[src/rtl/uart_pkg.sv]
// Shared UART definitions: register map, status bit positions and state encodings
// for the receiver and for the word loader that sits downstream of it.
package uart_pkg;

  // UART Lite register map
  localparam logic [3:0] UART_RXFIFO_ADDR = 4'h0;
  localparam logic [3:0] UART_TXFIFO_ADDR = 4'h4;
  localparam logic [3:0] UART_STAT_ADDR   = 4'h8;
  localparam logic [3:0] UART_CTRL_ADDR   = 4'hC;

  // Status register bit positions
  localparam int unsigned UART_STAT_RX_VALID = 0;
  localparam int unsigned UART_STAT_RX_FULL  = 1;
  localparam int unsigned UART_STAT_TX_EMPTY = 2;
  localparam int unsigned UART_STAT_TX_FULL  = 3;

  // AXI4-lite byte receiver states
  typedef enum logic [1:0] {
    RxIdle,
    RxAddr,
    RxData,
    RxResp
  } rx_state_e;

  // Word loader states, kept as plain constants so older flows can consume them
  typedef logic [2:0] ldr_state_t;
  localparam ldr_state_t LdrIdle     = 3'd0;
  localparam ldr_state_t LdrStatReq  = 3'd1;
  localparam ldr_state_t LdrStatWait = 3'd2;
  localparam ldr_state_t LdrDataReq  = 3'd3;
  localparam ldr_state_t LdrDataWait = 3'd4;
  localparam ldr_state_t LdrOut      = 3'd5;

endpackage

[src/rtl/uart_word_loader_if.sv]
// Bundle between the word loader, the UART byte receiver and the word consumer.
//   rx_en/rx_addr     : request side driven by the loader
//   rx_data/rx_done   : completion side driven by the receiver
//   word_data/valid   : assembled word stream driven by the loader
//   word_ready        : backpressure from the program/data loader
// master = word loader, slave = receiver plus downstream consumer.
interface uart_word_loader_if;
  logic        rx_en;
  logic [3:0]  rx_addr;
  logic [7:0]  rx_data;
  logic        rx_done;
  logic [31:0] word_data;
  logic        word_valid;
  logic        word_ready;

  modport master (
    output rx_en, rx_addr, word_data, word_valid,
    input  rx_data, rx_done, word_ready
  );

  modport slave (
    input  rx_en, rx_addr, word_data, word_valid,
    output rx_data, rx_done, word_ready
  );
endinterface

[src/rtl/uart_word_loader.sv]
// Polls the UART status register until the RX FIFO holds data, reads one byte at a
// time and packs BYTES_PER_WORD bytes into a 32-bit word offered on a valid/ready stream.
//   clk, rst      : clock and synchronous active-high reset
//   enable        : level, keep loading words while high
//   bus           : receiver request/completion and output word stream (master side)
//   words_loaded  : count of words accepted downstream (wraps)
module uart_word_loader
  import uart_pkg::*;
#(
  parameter int unsigned BYTES_PER_WORD = 4,
  parameter bit          BIG_ENDIAN     = 1'b1,
  parameter logic [3:0]  STAT_ADDR      = UART_STAT_ADDR,
  parameter logic [3:0]  RXFIFO_ADDR    = UART_RXFIFO_ADDR,
  parameter int unsigned RX_VALID_BIT   = UART_STAT_RX_VALID
) (
  input  logic                      clk,
  input  logic                      rst,
  input  logic                      enable,
  uart_word_loader_if.master        bus,
  output logic               [31:0] words_loaded
);

  localparam logic [1:0] LastCnt = 2'(BYTES_PER_WORD - 1);

  ldr_state_t  state_q, state_d;
  logic [1:0]  byte_cnt_q, byte_cnt_d;
  logic [31:0] word_q, word_d;
  logic        word_valid_q, word_valid_d;
  logic        rx_en_q, rx_en_d;
  logic [3:0]  rx_addr_q, rx_addr_d;
  logic [31:0] words_loaded_q, words_loaded_d;

  always_comb begin
    state_d        = state_q;
    byte_cnt_d     = byte_cnt_q;
    word_d         = word_q;
    word_valid_d   = word_valid_q;
    rx_addr_d      = rx_addr_q;
    words_loaded_d = words_loaded_q;

    case (state_q)
      LdrIdle: begin
        if (enable) begin
          state_d   = LdrStatReq;
          rx_addr_d = STAT_ADDR;
        end
      end
      LdrStatReq: state_d = LdrStatWait;
      LdrStatWait: begin
        if (bus.rx_done) begin
          if (bus.rx_data[RX_VALID_BIT]) begin
            state_d   = LdrDataReq;
            rx_addr_d = RXFIFO_ADDR;
          end else if (enable) begin
            state_d = LdrStatReq;
          end else begin
            state_d = LdrIdle;
          end
        end
      end
      LdrDataReq: state_d = LdrDataWait;
      LdrDataWait: begin
        if (bus.rx_done) begin
          // First byte of a word starts from a clean register so no stale lanes survive.
          word_d = (byte_cnt_q == 2'd0) ? 32'h0 : word_q;
          for (int k = 0; k < 4; k++) begin
            if (byte_cnt_q == 2'(k)) begin
              if (BIG_ENDIAN) word_d[31-8*k -: 8] = bus.rx_data;
              else            word_d[8*k +: 8]    = bus.rx_data;
            end
          end
          rx_addr_d = STAT_ADDR;
          if (byte_cnt_q == LastCnt) begin
            byte_cnt_d   = 2'd0;
            word_valid_d = 1'b1;
            state_d      = LdrOut;
          end else begin
            byte_cnt_d = byte_cnt_q + 2'd1;
            // Partial word is retained while parked; assembly resumes at byte_cnt.
            state_d    = enable ? LdrStatReq : LdrIdle;
          end
        end
      end
      LdrOut: begin
        if (bus.word_ready) begin
          word_valid_d   = 1'b0;
          words_loaded_d = words_loaded_q + 32'd1;
          state_d        = enable ? LdrStatReq : LdrIdle;
        end
      end
      default: state_d = LdrIdle;
    endcase

    // Request pulse is high exactly for the cycle spent in a *_REQ state.
    rx_en_d = (state_d == LdrStatReq) || (state_d == LdrDataReq);
  end

  always_ff @(posedge clk) begin
    if (rst) begin
      state_q        <= LdrIdle;
      byte_cnt_q     <= 2'd0;
      word_q         <= 32'h0;
      word_valid_q   <= 1'b0;
      rx_en_q        <= 1'b0;
      rx_addr_q      <= STAT_ADDR;
      words_loaded_q <= 32'h0;
    end else begin
      state_q        <= state_d;
      byte_cnt_q     <= byte_cnt_d;
      word_q         <= word_d;
      word_valid_q   <= word_valid_d;
      rx_en_q        <= rx_en_d;
      rx_addr_q      <= rx_addr_d;
      words_loaded_q <= words_loaded_d;
    end
  end

  assign bus.rx_en      = rx_en_q;
  assign bus.rx_addr    = rx_addr_q;
  assign bus.word_data  = word_q;
  assign bus.word_valid = word_valid_q;
  assign words_loaded   = words_loaded_q;

endmodule

[src/flat_wrapper.sv]
// flat-port wrapper written by rule: the top's interface ports become plain ports
module uart_word_loader_flat import uart_pkg::*;
#(
  parameter int unsigned BYTES_PER_WORD = 4,
  parameter bit          BIG_ENDIAN     = 1'b1,
  parameter logic [3:0]  STAT_ADDR      = UART_STAT_ADDR,
  parameter logic [3:0]  RXFIFO_ADDR    = UART_RXFIFO_ADDR,
  parameter int unsigned RX_VALID_BIT   = UART_STAT_RX_VALID
)
  (clk, rst, enable, words_loaded, bus_rx_en, bus_rx_addr, bus_word_data, bus_word_valid, bus_rx_data, bus_rx_done, bus_word_ready);
  uart_word_loader_if bus_i ();
  input  logic clk;
  input  logic rst;
  input  logic enable;
  output logic               [31:0] words_loaded;
  output wire logic [$bits(bus_i.rx_en)-1:0] bus_rx_en;
  output wire logic [$bits(bus_i.rx_addr)-1:0] bus_rx_addr;
  output wire logic [$bits(bus_i.word_data)-1:0] bus_word_data;
  output wire logic [$bits(bus_i.word_valid)-1:0] bus_word_valid;
  input wire logic [$bits(bus_i.rx_data)-1:0] bus_rx_data;
  input wire logic [$bits(bus_i.rx_done)-1:0] bus_rx_done;
  input wire logic [$bits(bus_i.word_ready)-1:0] bus_word_ready;
  assign bus_rx_en = bus_i.rx_en;
  assign bus_rx_addr = bus_i.rx_addr;
  assign bus_word_data = bus_i.word_data;
  assign bus_word_valid = bus_i.word_valid;
  assign bus_i.rx_data = bus_rx_data;
  assign bus_i.rx_done = bus_rx_done;
  assign bus_i.word_ready = bus_word_ready;
  uart_word_loader #(.BYTES_PER_WORD(BYTES_PER_WORD), .BIG_ENDIAN(BIG_ENDIAN), .STAT_ADDR(STAT_ADDR), .RXFIFO_ADDR(RXFIFO_ADDR), .RX_VALID_BIT(RX_VALID_BIT)) u_core (.clk(clk), .rst(rst), .enable(enable), .bus(bus_i), .words_loaded(words_loaded));
endmodule
[config.mk]
export PLATFORM = sky130hd
export DESIGN_NAME = uart_word_loader_flat
export DESIGN_NICKNAME = d
export VERILOG_FILES = /design/src/rtl/uart_pkg.sv /design/src/rtl/uart_word_loader_if.sv /design/src/rtl/uart_word_loader.sv /design/src/flat_wrapper.sv
export SDC_FILE = /design/constraint.sdc
export NUM_CORES = 1
export LEC_CHECK = 0
export ABC_AREA = 1
export CAP_MARGIN = 20
export CORE_UTILIZATION = 46
export CTS_BUF_LIST = sky130_fd_sc_hd__clkbuf_8
export DETAILED_ROUTE_END_ITERATION = 8
export PLACE_DENSITY_LB_ADDON = 0.05
export SETUP_SLACK_MARGIN = 0.5
export SLEW_MARGIN = 5
export SYNTH_ARGS = -nofsm -noshare
export SYNTH_HDL_FRONTEND = slang
export SYNTH_SLANG_ARGS = --single-unit
[constraint.sdc]
create_clock -name clk -period 1.6 [get_ports clk]
set_clock_uncertainty 0.1 [all_clocks]
set_input_delay 0.32 -clock clk [delete_from_list [all_inputs] [get_ports clk]]
set_output_delay 0.32 -clock clk [all_outputs]
set_load 0.01 [all_outputs]
## Word level (Yosys, flattened, before mapping)

Cells that the tools add are included.

| cells by class | value |
|---|---|
| add/subtract/negate cells | 2 |
| equality and inequality tests | 16 |
| mux-type cells | 23 |
| reductions and logical operators | 12 |

Operators by type and width:

| cell | number |
|---|---|
| $add 32x1->32 const B | 1 |
| $mux 32 | 1 |
| $mux 8 | 3 |
| $mux 3 | 6 |
| $pmux 3 s6 | 1 |
| $mux 16 | 1 |
| $mux 4 | 4 |
| $pmux 4 s3 | 1 |
| $ne 2x2->1 const B | 5 |
| $eq 3x2->1 const B | 3 |
| $eq 3x1->1 const B | 2 |
| $eq 3x3->1 const B | 2 |
| $reduce_and 3->1 | 2 |
| $reduce_and 5->1 | 1 |
| $eq 2x2->1 const B | 2 |
| $mux 1 | 4 |
| $reduce_and 2->1 | 2 |
| $reduce_and 4->1 | 1 |
| $reduce_bool 2->1 | 2 |
| $logic_not 3->1 | 1 |
| $reduce_bool 3->1 | 1 |
| $add 2x1->2 const B | 1 |
| $eq 2x1->1 const B | 1 |
| $logic_not 2->1 | 1 |
| 4 further kinds | 4 |

| storage, ports and cells | value |
|---|---|
| register bits after elaboration | 75 |
| bits of input ports | 13 |
| output and inout bits | 70 |

## Logic depth before layout (Yosys ltp)

Gate-level depths: netlist of the first run.

| logic depth | value |
|---|---|
| word-level depth | 6 |
| depth in mapped cells | 11 |
| depth with buffers taken out | 11 |

## Least setup slack after synthesis of the first run

No wires, ideal clock.

| path | value |
|---|---|
| path type | register -> register |
| start point | register u_core.words_loaded_q[1] (netlist: u_core.words_loaded[1]) |
| end point | register u_core.words_loaded_q[26] (netlist: u_core.words_loaded[26]) |
| library setup time | 0.113 ns |
| data arrival time | 1.471 ns |
| required time | 1.387 ns |
| setup slack | -0.084 ns |
| cell stages (with the launch flop) | 11 |
| clock period less this slack | 1.684 ns |
| path through | dfxtp_1 ha_1 nand2_1 nor2_1 nand2_1 nor2_8 nand3_1 nor2_1 nand2_1 nand2_1 nor2_1 |

| on the way | value |
|---|---|
| cells in the longest elaborated chain, start to end | 1 |

Ends and longest elaborated chain:

| what | RTL line | source |
|---|---|---|
| start, declared | uart_word_loader.sv:31 | `logic [31:0] words_loaded_q, words_loaded_d;` |
| start signal, assigned | uart_word_loader.sv:114 | `words_loaded_q <= words_loaded_d;` |
| $add 32x1->32 | uart_word_loader.sv:87 | `words_loaded_d = words_loaded_q + 32'd1;` |

Every way passes these cells.
A chain may end at the register's enable or synchronous reset.

## Worst setup path in the final report of the first run

| path | value |
|---|---|
| start point | register u_core.state_q[1] |
| end point | register u_core.word_q[29] (netlist: u_core.bus.word_data[29]) |

| on the way | value |
|---|---|
| cells in the longest elaborated chain, start to end | 2 |

Ends and longest elaborated chain:

| what | RTL line | source |
|---|---|---|
| start, declared | uart_word_loader.sv:25 | `ldr_state_t state_q, state_d;` |
| start signal, assigned | uart_word_loader.sv:100 | `state_q <= LdrIdle;` |
| start signal, assigned | uart_word_loader.sv:108 | `state_q <= state_d;` |
| $eq 3x3->1 | uart_word_loader.sv:41 | `case (state_q)` |
| $reduce_and 3->1 (no source line) | -- |  |
| end signal, assigned | uart_word_loader.sv:110 | `word_q <= word_d;` |
| end, declared | uart_word_loader.sv:27 | `logic [31:0] word_q, word_d;` |

Every way passes these cells.

==> results of run 1 <==
cells by family after synthesis:
| kind of cell | share of synthesized area |
|---|---|
| adder cells (fa/ha/maj) | 0.0183 |
| XOR/XNOR | 0.0103 |
| AND/OR/NAND/NOR | 0.335 |
| AO/OA/AOI/OAI | 0.118 |
| buffers and inverters | 0.0956 |
| other | 0.00110 |
| flip-flops | 0.422 |
cell type report:
cell class | instances | area [sq um] | area share
tap | 99 | 124 | 0.0193
clock inverter | 7 | 78.8 | 0.0123
clock buffer | 9 | 124 | 0.0193
timing repair buffer | 175 | 1830 | 0.285
inverter | 52 | 209 | 0.0325
multi-input combinational | 337 | 2470 | 0.385
sequential | 72 | 1590 | 0.247
what timing repair did:
item | CTS | global route
gates cloned | 2 | 3
hold buffers | 0 | 0
pin swaps | 22 | 67
gates resized for setup | 434 | 178
setup endpoints to repair | 138 | 139
buffers inserted | 35 | 27
report_power, final:
group	internal, mW	leakage [nW]	switching, mW	total, mW
Sequential	1.76	0.623	0.0174	1.78
Clock	0.741	0.106	0.851	1.59
Combinational	0.137	1.91	0.194	0.331
worst paths after layout:
path / startpoint / end
setup / recovery: u_core.state_q[1] / u_core.bus.word_data[29]
hold / removal: u_core.words_loaded[13] / u_core.words_loaded[13]
setup reg to reg: u_core.state_q[1] / u_core.bus.word_data[29]
hold reg to reg: u_core.words_loaded[13] / u_core.words_loaded[13]
Yosys cell counts (all sizes together):
master   instances
nand2           93
dfxtp           72
nand3           71
nor2            59
inv             52
a21oi           48
o21ai           18
nor3            13
buf             11
clkbuf          11
nand4            9
ha               5
a31oi            3
xor2             3
and3             2
o21bai           2
a211oi           1
conb             1
nand3b           1
o2111ai          1
o21a             1
o311ai           1
o31ai            1
xnor2            1
sequential cells by signal, indices dropped and copies added, names as in the netlist:
name,flops
u_core.bus.word_data,32
u_core.bus.rx_addr,1
u_core.state_q,3
u_core.words_loaded,32
u_core.bus.rx_en,1
u_core.bus.word_valid,1
u_core.byte_cnt_q,2
layout by cell type (no fill, tap or decap), types with 3 or more instances in the layout:
master,n
o21ai_1,7
nand2_1,57
nand4_1,8
buf_6,89
nand2_2,16
dlygate4sd2_1,3
a31oi_1,3
conb_1,3
nand3_1,29
inv_4,3
clkdlybuf4s50_1,10
nand3_4,14
inv_1,45
nor2_2,7
buf_12,7
inv_2,3
nor3_1,12
a21oi_1,13
nand3_2,28
ha_4,4
buf_4,58
o21ai_2,4
dfxtp_4,24
a21oi_2,35
nor2_1,43
nand2_4,18
dfxtp_2,47
nor2_4,9
xor2_1,3
clkbuf_8,9
o21ai_0,7
stage by stage:
| step | std cells | worst slack (ns) | total power, mW | area (sq um) |
|---|---|---|---|---|
| 6_report | 751 | -0.130 | 3.70 | 6430 |
| 2_1_floorplan | 482 | 0.126 | 1.95 | 3540 |
| 3_5_place_dp | 668 | -0.406 | 2.04 | 4560 |
| 4_1_cts | 721 | 0.0187 | 3.55 | 5410 |
| 5_1_grt | 751 | -0.160 | 3.79 | 6430 |
| 3_3_place_gp | 668 | -0.350 | 2.04 | 4560 |
layer usage:
layer | GRT usage | wire, um
met1 | 0.344 | 5660
met2 | 0.469 | 7590
met3 | 0.0528 | 1150
met4 | 0.114 | 569
met5 | 0 | 0
worst max-delay path, stage by stage (launching register included):
cell and delay, ns:
dfxtp_2 0.35, inv_4 0.11, nand2_4 0.07, nor2_4 0.16, nand2_4 0.10, inv_6 0.11
buf_6 0.14, buf_8 0.14, nand3_1 0.09, a21oi_2 0.27
==> run metrics, run 1 <==
status complete, but fails checks; failing checks setup timing; R2R setup slack -0.13 ns; Syn Inst Count 480; die width slightly below 90 um; CTS tree yes; FF+latch count, synth 72; post-synth top area cell dfxtp_1; Power Density between 500 and 600 nW/um^2; fmax slightly below 600 MHz; final setup vio count 12; Cell Rows 31; Fillers 295; Syn-to-layout area delta 88.3%; IO buf count 79; cell area after synthesis about 3400 sq um; initial antenna violation count 0; final core utilization 0.892; Min Hold Slack between 0.3 and 0.4 ns; Tightest Hold Check Type register to register; Setup WS post-layout -0.130 ns; routed via count 4323; vias per cell 5.76; Final Hold Viols 0; antenna-violating nets left 0; WL/cell about 20 um; yosys warns 0; Remaining DRCs 0; Worst Path Required about 1.8 ns; clk slew on worst S/H paths 0.10 ns; CTS max path bufs 2; GR Overflow Total 0; Routed WL 15000 um; clk sink count 72; final worst path period need 1.73 ns; full die area 7780 sq um; part of the cycle the worst path needs 1.08; Syn Area/Cell 7.12 sq um; Core Region 7210 sq um; latest clock arrival within the worst-skew pair 0.37 ns; peak supply drop approximately 0.56 mV; fin. max-slew vios 0; drt initial violations 248; Nets between 600 and 700; Max-Cap Viols 0; Ports 83; Starting Density 0.474; die height 88.2 um; H-Tree Depth 3; worst r2r path cells 9; sequential fraction of the synthesis area 0.422; largest net degree at the start of global routing 35; vias in the first global route around 3600; Lkg Pwr 2.63 nW; CTS Buf Count 9; Worst Setup Path Type register to register; post-synth top area share 0.422; synth unique cells 36; CP arrival 1.91 ns; Clock Root Buffer clkbuf_8; n_diodes 0; share of cells above drive strength 1 0.617; Crit Path Max Fanout 6; crit path capture type register; hpwl dp 6420 um; RSZ-0062 raised after global routing yes; GR Util All Layers 0.277; GPL Wtd Cong 0.823; TritonRoute pass-1 iters 5; first-pass GRT wire length 16800 um; Synth area leaders dfxtp_1 (42%), nand3_1 (10%), nand2_1 (9.9%), a21oi_1 (7.0%), nor2_1 (5.8%); Fin Setup TNS -0.306 ns; crit start category register; hold depth 1
Note: power is estimated with default switching activity, not from simulation.
==> run 2: changes to the inputs <==
--- a/config.mk
+++ b/config.mk
@@ -6,7 +6,6 @@
 export NUM_CORES = 1
 export LEC_CHECK = 0
 export ABC_AREA = 1
-export CAP_MARGIN = 20
 export CORE_UTILIZATION = 46
 export CTS_BUF_LIST = sky130_fd_sc_hd__clkbuf_8
 export DETAILED_ROUTE_END_ITERATION = 8
==> results of run 2 <==
The final DEF is identical to that of run 1; final timing and power are the same.
==> run 3: changes to the inputs <==
--- a/config.mk
+++ b/config.mk
@@ -9,6 +9,7 @@
 export CORE_UTILIZATION = 46
 export CTS_BUF_LIST = sky130_fd_sc_hd__clkbuf_8
 export DETAILED_ROUTE_END_ITERATION = 8
+export GPL_TIMING_DRIVEN = 1
 export PLACE_DENSITY_LB_ADDON = 0.05
 export SETUP_SLACK_MARGIN = 0.5
 export SLEW_MARGIN = 5
==> constraint.sdc (replaced) <==
create_clock -name clk -period 1.5 [get_ports clk]
set_clock_uncertainty 0.1 [all_clocks]
set_input_delay 0.3 -clock clk [delete_from_list [all_inputs] [get_ports clk]]
set_output_delay 0.3 -clock clk [all_outputs]
set_load 0.01 [all_outputs]
==> run 3 against run 2 <==
The run still ends with setup timing left. Flip-flop and latch count stayed put. Setup slack worse by 0.21 ns. Non-clock buffer count is 14 higher. Clock power is 28% higher. Hold slack better by 0.017 ns. Global-route usage is 2.6 points higher. Wire length is 25% higher. Largest power group is now clock.
==> run metrics, run 3 (synthesis results as in run 1) <==
failing checks setup timing; CP arrival 2.02 ns (+0.11 ns); die height 88.2 um (unchanged); CTS max path bufs 2 (unchanged); crit path capture type register; GR Util All Layers 0.302 (+0.0256); CTS tree yes; Tightest Hold Check Type register to register; H-Tree Depth 3 (unchanged); cell mode on critical path nand2_1; Cell Rows 31 (unchanged); CTS Buf Count 9 (unchanged); CTS Hold Bufs 0 (unchanged); final setup vio count 58 (+46); sequential power share 0.441 (-0.040); Lkg Pwr 2.76 nW (+4.7%); Core Region 7210 sq um (unchanged); clk sink count 72 (unchanged); antenna-violating nets left 0 (unchanged); first-pass GRT wire length 18200 um (+8.5%); Syn-to-layout area delta 97.5%; most common cell after layout, fill and taps aside buf_6; Crit Path Max Fanout 4 (-2); largest net degree at the start of global routing 23 (-34%); Power Density 634 nW/um^2 (+10%); Worst Path Required 1.69 ns (-0.09 ns); RSZ-0062 raised after global routing yes; Multi-input gate area 2580 sq um (+4.2%); latest clock arrival within the worst-skew pair 0.37 ns (about the same); Routed WL 18800 um (+25%); Final Hold Viols 0 (unchanged); IO buf count 79 (unchanged); flip-flop and latch area 1610 sq um (+1.1%); crit start category register; fin. max-slew vios 0 (unchanged); pre-CTS setup slack -0.472 ns (-0.0663 ns); GR Overflow Total 0 (unchanged); status complete, but fails checks; final worst path period need 1.84 ns (+0.108 ns); Ports 83 (unchanged); fmax 544 MHz (-5.9%); Setup WS post-layout -0.337 ns (-0.208 ns); WL/cell 24.5 um (+23%); Nets 679 (+2.1%); Min Hold Slack 0.384 ns (+0.0172 ns); share of cells above drive strength 1 0.643 (+0.0261); P_sw 1.08 mW (+1.5%); vias per cell 6.31 (+9.6%); largest stage delay on the critical path 0.38 ns (+0.03 ns); Clk network pwr share 0.476 (+0.046); Worst Setup Path Type register to register; Post-DP Area 4700 sq um (+3.1%); worst path cell trace buf_4, nand2_1, nor2_2, nand2_2, nor2_4, nand4_1, nand2_1, inv_1, nor2_1; vias in the first global route 3818 (+5.0%); initial antenna violation count 0 (unchanged); fin area 6750 sq um (+4.9%); clk slew on worst S/H paths 0.09 ns (about the same); hpwl dp 6690 um (+4.3%); switching part of the total 0.252 (-0.0346); Critical-path top delay cell dfxtp_4; part of the cycle the worst path needs 1.22 (+0.144); die width 88.2 um (unchanged); leading cell types in the layout, fill and taps excluded buf_6 (83), buf_4 (76), nand2_1 (66); Fillers 215 (-27%); TritonRoute pass-1 iters 5 (unchanged); n_diodes 0 (unchanged); GPL Wtd Cong 0.867 (+5.2%); Max-Cap Viols 0 (unchanged); routed via count 4826 (+12%); Starting Density 0.474 (unchanged); final core utilization 0.935 (+0.0435); drt initial violations 424 (+71%); Clock Root Buffer clkbuf_8; Logic pwr share 0.083 (-0.006); Remaining DRCs 0 (unchanged); full die area 7780 sq um (unchanged); Fin Setup TNS -6.65 ns (-6.34 ns); peak supply drop 0.810 mV (+46%); Pint 3.20 mW (+21%)
run 3: power groups by stage:
stage	Sequential, mW	Combinational (mW)	Clock [mW]
finish	1.89	0.354	2.04
global route	1.89	0.368	2.09
CTS	1.91	0.273	1.94
detailed placement	1.97	0.223	0
global placement	1.97	0.221	0
floorplan	1.98	0.107	0
run 3: per-layer routing:
metal / GRT usage / share of wire
met5: 0 / 0.0019
met4: 0.130 / 0.065
met3: 0.0415 / 0.11
met2: 0.537 / 0.46
met1: 0.363 / 0.36
run 3: repair_timing:
item | CTS | global route
resized for setup | 512 | 125
endpoints found under the setup margin | 139 | 139
buffers inserted | 29 | 32
pin swaps | 47 | 56
cloned | 5 | 1
run 3: stage by stage:
stage               std cells  total power, mW
floorplan                 482             2.09
global placement          682             2.19
detailed placement        682             2.20
CTS                       732             4.12
global route              765             4.34
finish                    765             4.28
run 3: final cells by class:
| class | count | area share |
|---|---|---|
| clock inverter | 5 | 0.0152 |
| timing repair buffer | 189 | 0.290 |
| inverter | 52 | 0.0332 |
| multi-input combinational | 337 | 0.382 |
| tap | 99 | 0.0184 |
| clock buffer | 11 | 0.0224 |
| sequential | 72 | 0.238 |
run 3: path summary, 6_finish.rpt:
check	start	endpoint	slack [ns]	cells past startpoint
worst min register to register	u_core.bus.word_data[9]	u_core.bus.word_data[9]	0.38	2
worst max register to register	u_core.words_loaded[1]	u_core.words_loaded[27]	-0.34	9
worst min-delay path	u_core.bus.word_data[9]	u_core.bus.word_data[9]	0.38	2
worst max-delay path	u_core.words_loaded[1]	u_core.words_loaded[27]	-0.34	9
run 3: critical path: cells and delay by family, from the launching register on:
family | cells | cell delay, ns
and+or+nand+nor | 7 | 1.10
DFF | 1 | 0.38
buffers and inverters | 2 | 0.18
==> RTL change: new RTL, flow settings as in run 1 <==
Take the reset off `words_loaded_q` and load it in a clocked block of its own.
--- a/src/rtl/uart_word_loader.sv
+++ b/src/rtl/uart_word_loader.sv
@@ -105,3 +105,2 @@
       rx_addr_q      <= STAT_ADDR;
-      words_loaded_q <= 32'h0;
     end else begin
@@ -113,4 +112,7 @@
       rx_addr_q      <= rx_addr_d;
-      words_loaded_q <= words_loaded_d;
     end
+  end
+
+  always_ff @(posedge clk) begin
+    words_loaded_q <= words_loaded_d;
   end
Formal check against the unedited RTL: same outputs for any inputs over 10 cycles, from zero or initial values and one cycle with rst high; that may be too few to reach the edited logic, so the function may still have changed.
==> RTL change against run 1 <==
- the flow still finishes with violations (setup timing)
- power is 3.0% higher
- count of clock-buffer cells in the layout is 2 higher
- cell area increased by 8.8%
- worst setup slack got worse by 450 ps
- utilization increased by 5.8 points
- synthesized area increased by 4.2%
- sequential power is 8% higher
- routed wire length grew 26%
- first-iteration DRC count up 47%
- synthesized cell count is 4.6% lower
- sequential cell count stayed put
- global-route usage grew 4.3 points
- largest cell class unchanged
==> RTL change: results (changes against run 1) <==
Compound-Gate Fraction of Synth Area = 5.02% (-6.8 points)
Dpl cells = 643 (-3.7%)
Setup total negative slack = -3300 ps (-3000 ps)
Failing checks = setup timing
GRT Total Usage = 32.0% (+4.3 points)
Detail Placement HPWL = 6670 µm (+4.0%)
Routed WL per cell = 24.3 µm (+22%)
Layout filler cell count = 181 (-39%)
Final GP Congestion = 0.910 (+11%)
Vias = 4,811 (+11%)
Synth Area in Adders = 1.76% (-0.074 points)
Area after DPL = 4840 µm² (+6.1%)
Sequential fraction of the synthesis area = 49.5% (+7.3 points)
Leak = 0.00287 µW (+9.0%)
Slowest stage delay, CP = 380 ps (+30 ps)
Post-Syn Area per Cell = 7.77 µm² (+9.2%)
Post-synth top cells = nand2_1 (158), nor2_1 (73), dfxtp_1 (40)
Setup ws final = -583 ps (-454 ps)
Largest net degree at the start of global routing = 25 (-29%)
Final net count = 691 (+3.9%)
Top cells by area, synth = edfxtp_1 (27%), dfxtp_1 (22%), nand2_1 (17%)
Setup violators final = 26 (+14)
Outcome = finished with violations
TritonRoute pass-1 iters = 7 (+2)
XOR/XNOR share of the synthesized area = 3.69% (+2.7 points)
Crit path DAT = 2180 ps (+270 ps)
Initial DRC Count = 365 (+47%)
Max IR drop VDD = 0.000854 V (+54%)
EDFF count, synth = 32 (+32)
Worst path top cell family by delay = simple AND/OR/NAND/NOR gates
Layout cell share with drive strength beyond 1 = 64.7% (+3.1 points)
-- RTL change: changes by cell type in the layout (fill, tap and decap cells not counted), sizes merged, moves of 30 or more --
cell           run 1  this run
nand2             93       160
buf              158       204
dfxtp             72        40
edfxtp             0        32
nand3             71        39
inv               54        24
-- RTL change: final cells by class --
class / instances / share of cell area [%]
clock buffer: 11 / 2.16
clock inverter: 5 / 0.769
inverter: 21 / 1.34
multi-input combinational: 352 / 36.4
sequential: 72 / 26.0
tap: 99 / 1.77
timing repair buffer: 217 / 31.5
-- RTL change: power by group --
group | internal [µW] | switching [µW]
sequential | 1910 | 15.5
clock | 807 | 832
combinational | 107 | 148
total | 2820 | 995
-- RTL change: repair_timing --
action                                  CTS  global route
buffers inserted                         79            34
hold endpoints to repair                  0             0
endpoints found under the setup margin  169           171
pin swaps                                61            50
gates resized for setup                 466           142
gates cloned                              5             0
-- RTL change: worst register-to-register path: cells and delay by family (launching register included) --
family	cells	cell delay, ps
and+or+nand+nor	7	1260
DFF	1	380
buffers and inverters	1	170
-- RTL change: path summary, 6_finish.rpt --
kind,cells after the start,slack (ps),end,start
hold / removal,2,390,u_core.bus.word_data[14]$_SDFFE_PP0P_,u_core.bus.word_data[14]$_SDFFE_PP0P_
setup reg to reg,8,-580,u_core.words_loaded[20]$_DFFE_PP_,u_core.words_loaded[16]$_DFFE_PP_
setup / recovery,8,-580,u_core.words_loaded[20]$_DFFE_PP_,u_core.words_loaded[16]$_DFFE_PP_
hold reg to reg,2,390,u_core.bus.word_data[14]$_SDFFE_PP0P_,u_core.bus.word_data[14]$_SDFFE_PP0P_
-- RTL change: layer usage --
layer	vias to the layer above	global-route usage [%]	routed length [µm]
met5	-	0	0
met4	0	14.9	1650
met3	177	7.11	1890
met2	449	57.6	8940
met1	2269	36.0	6410
li1	1916	-	-
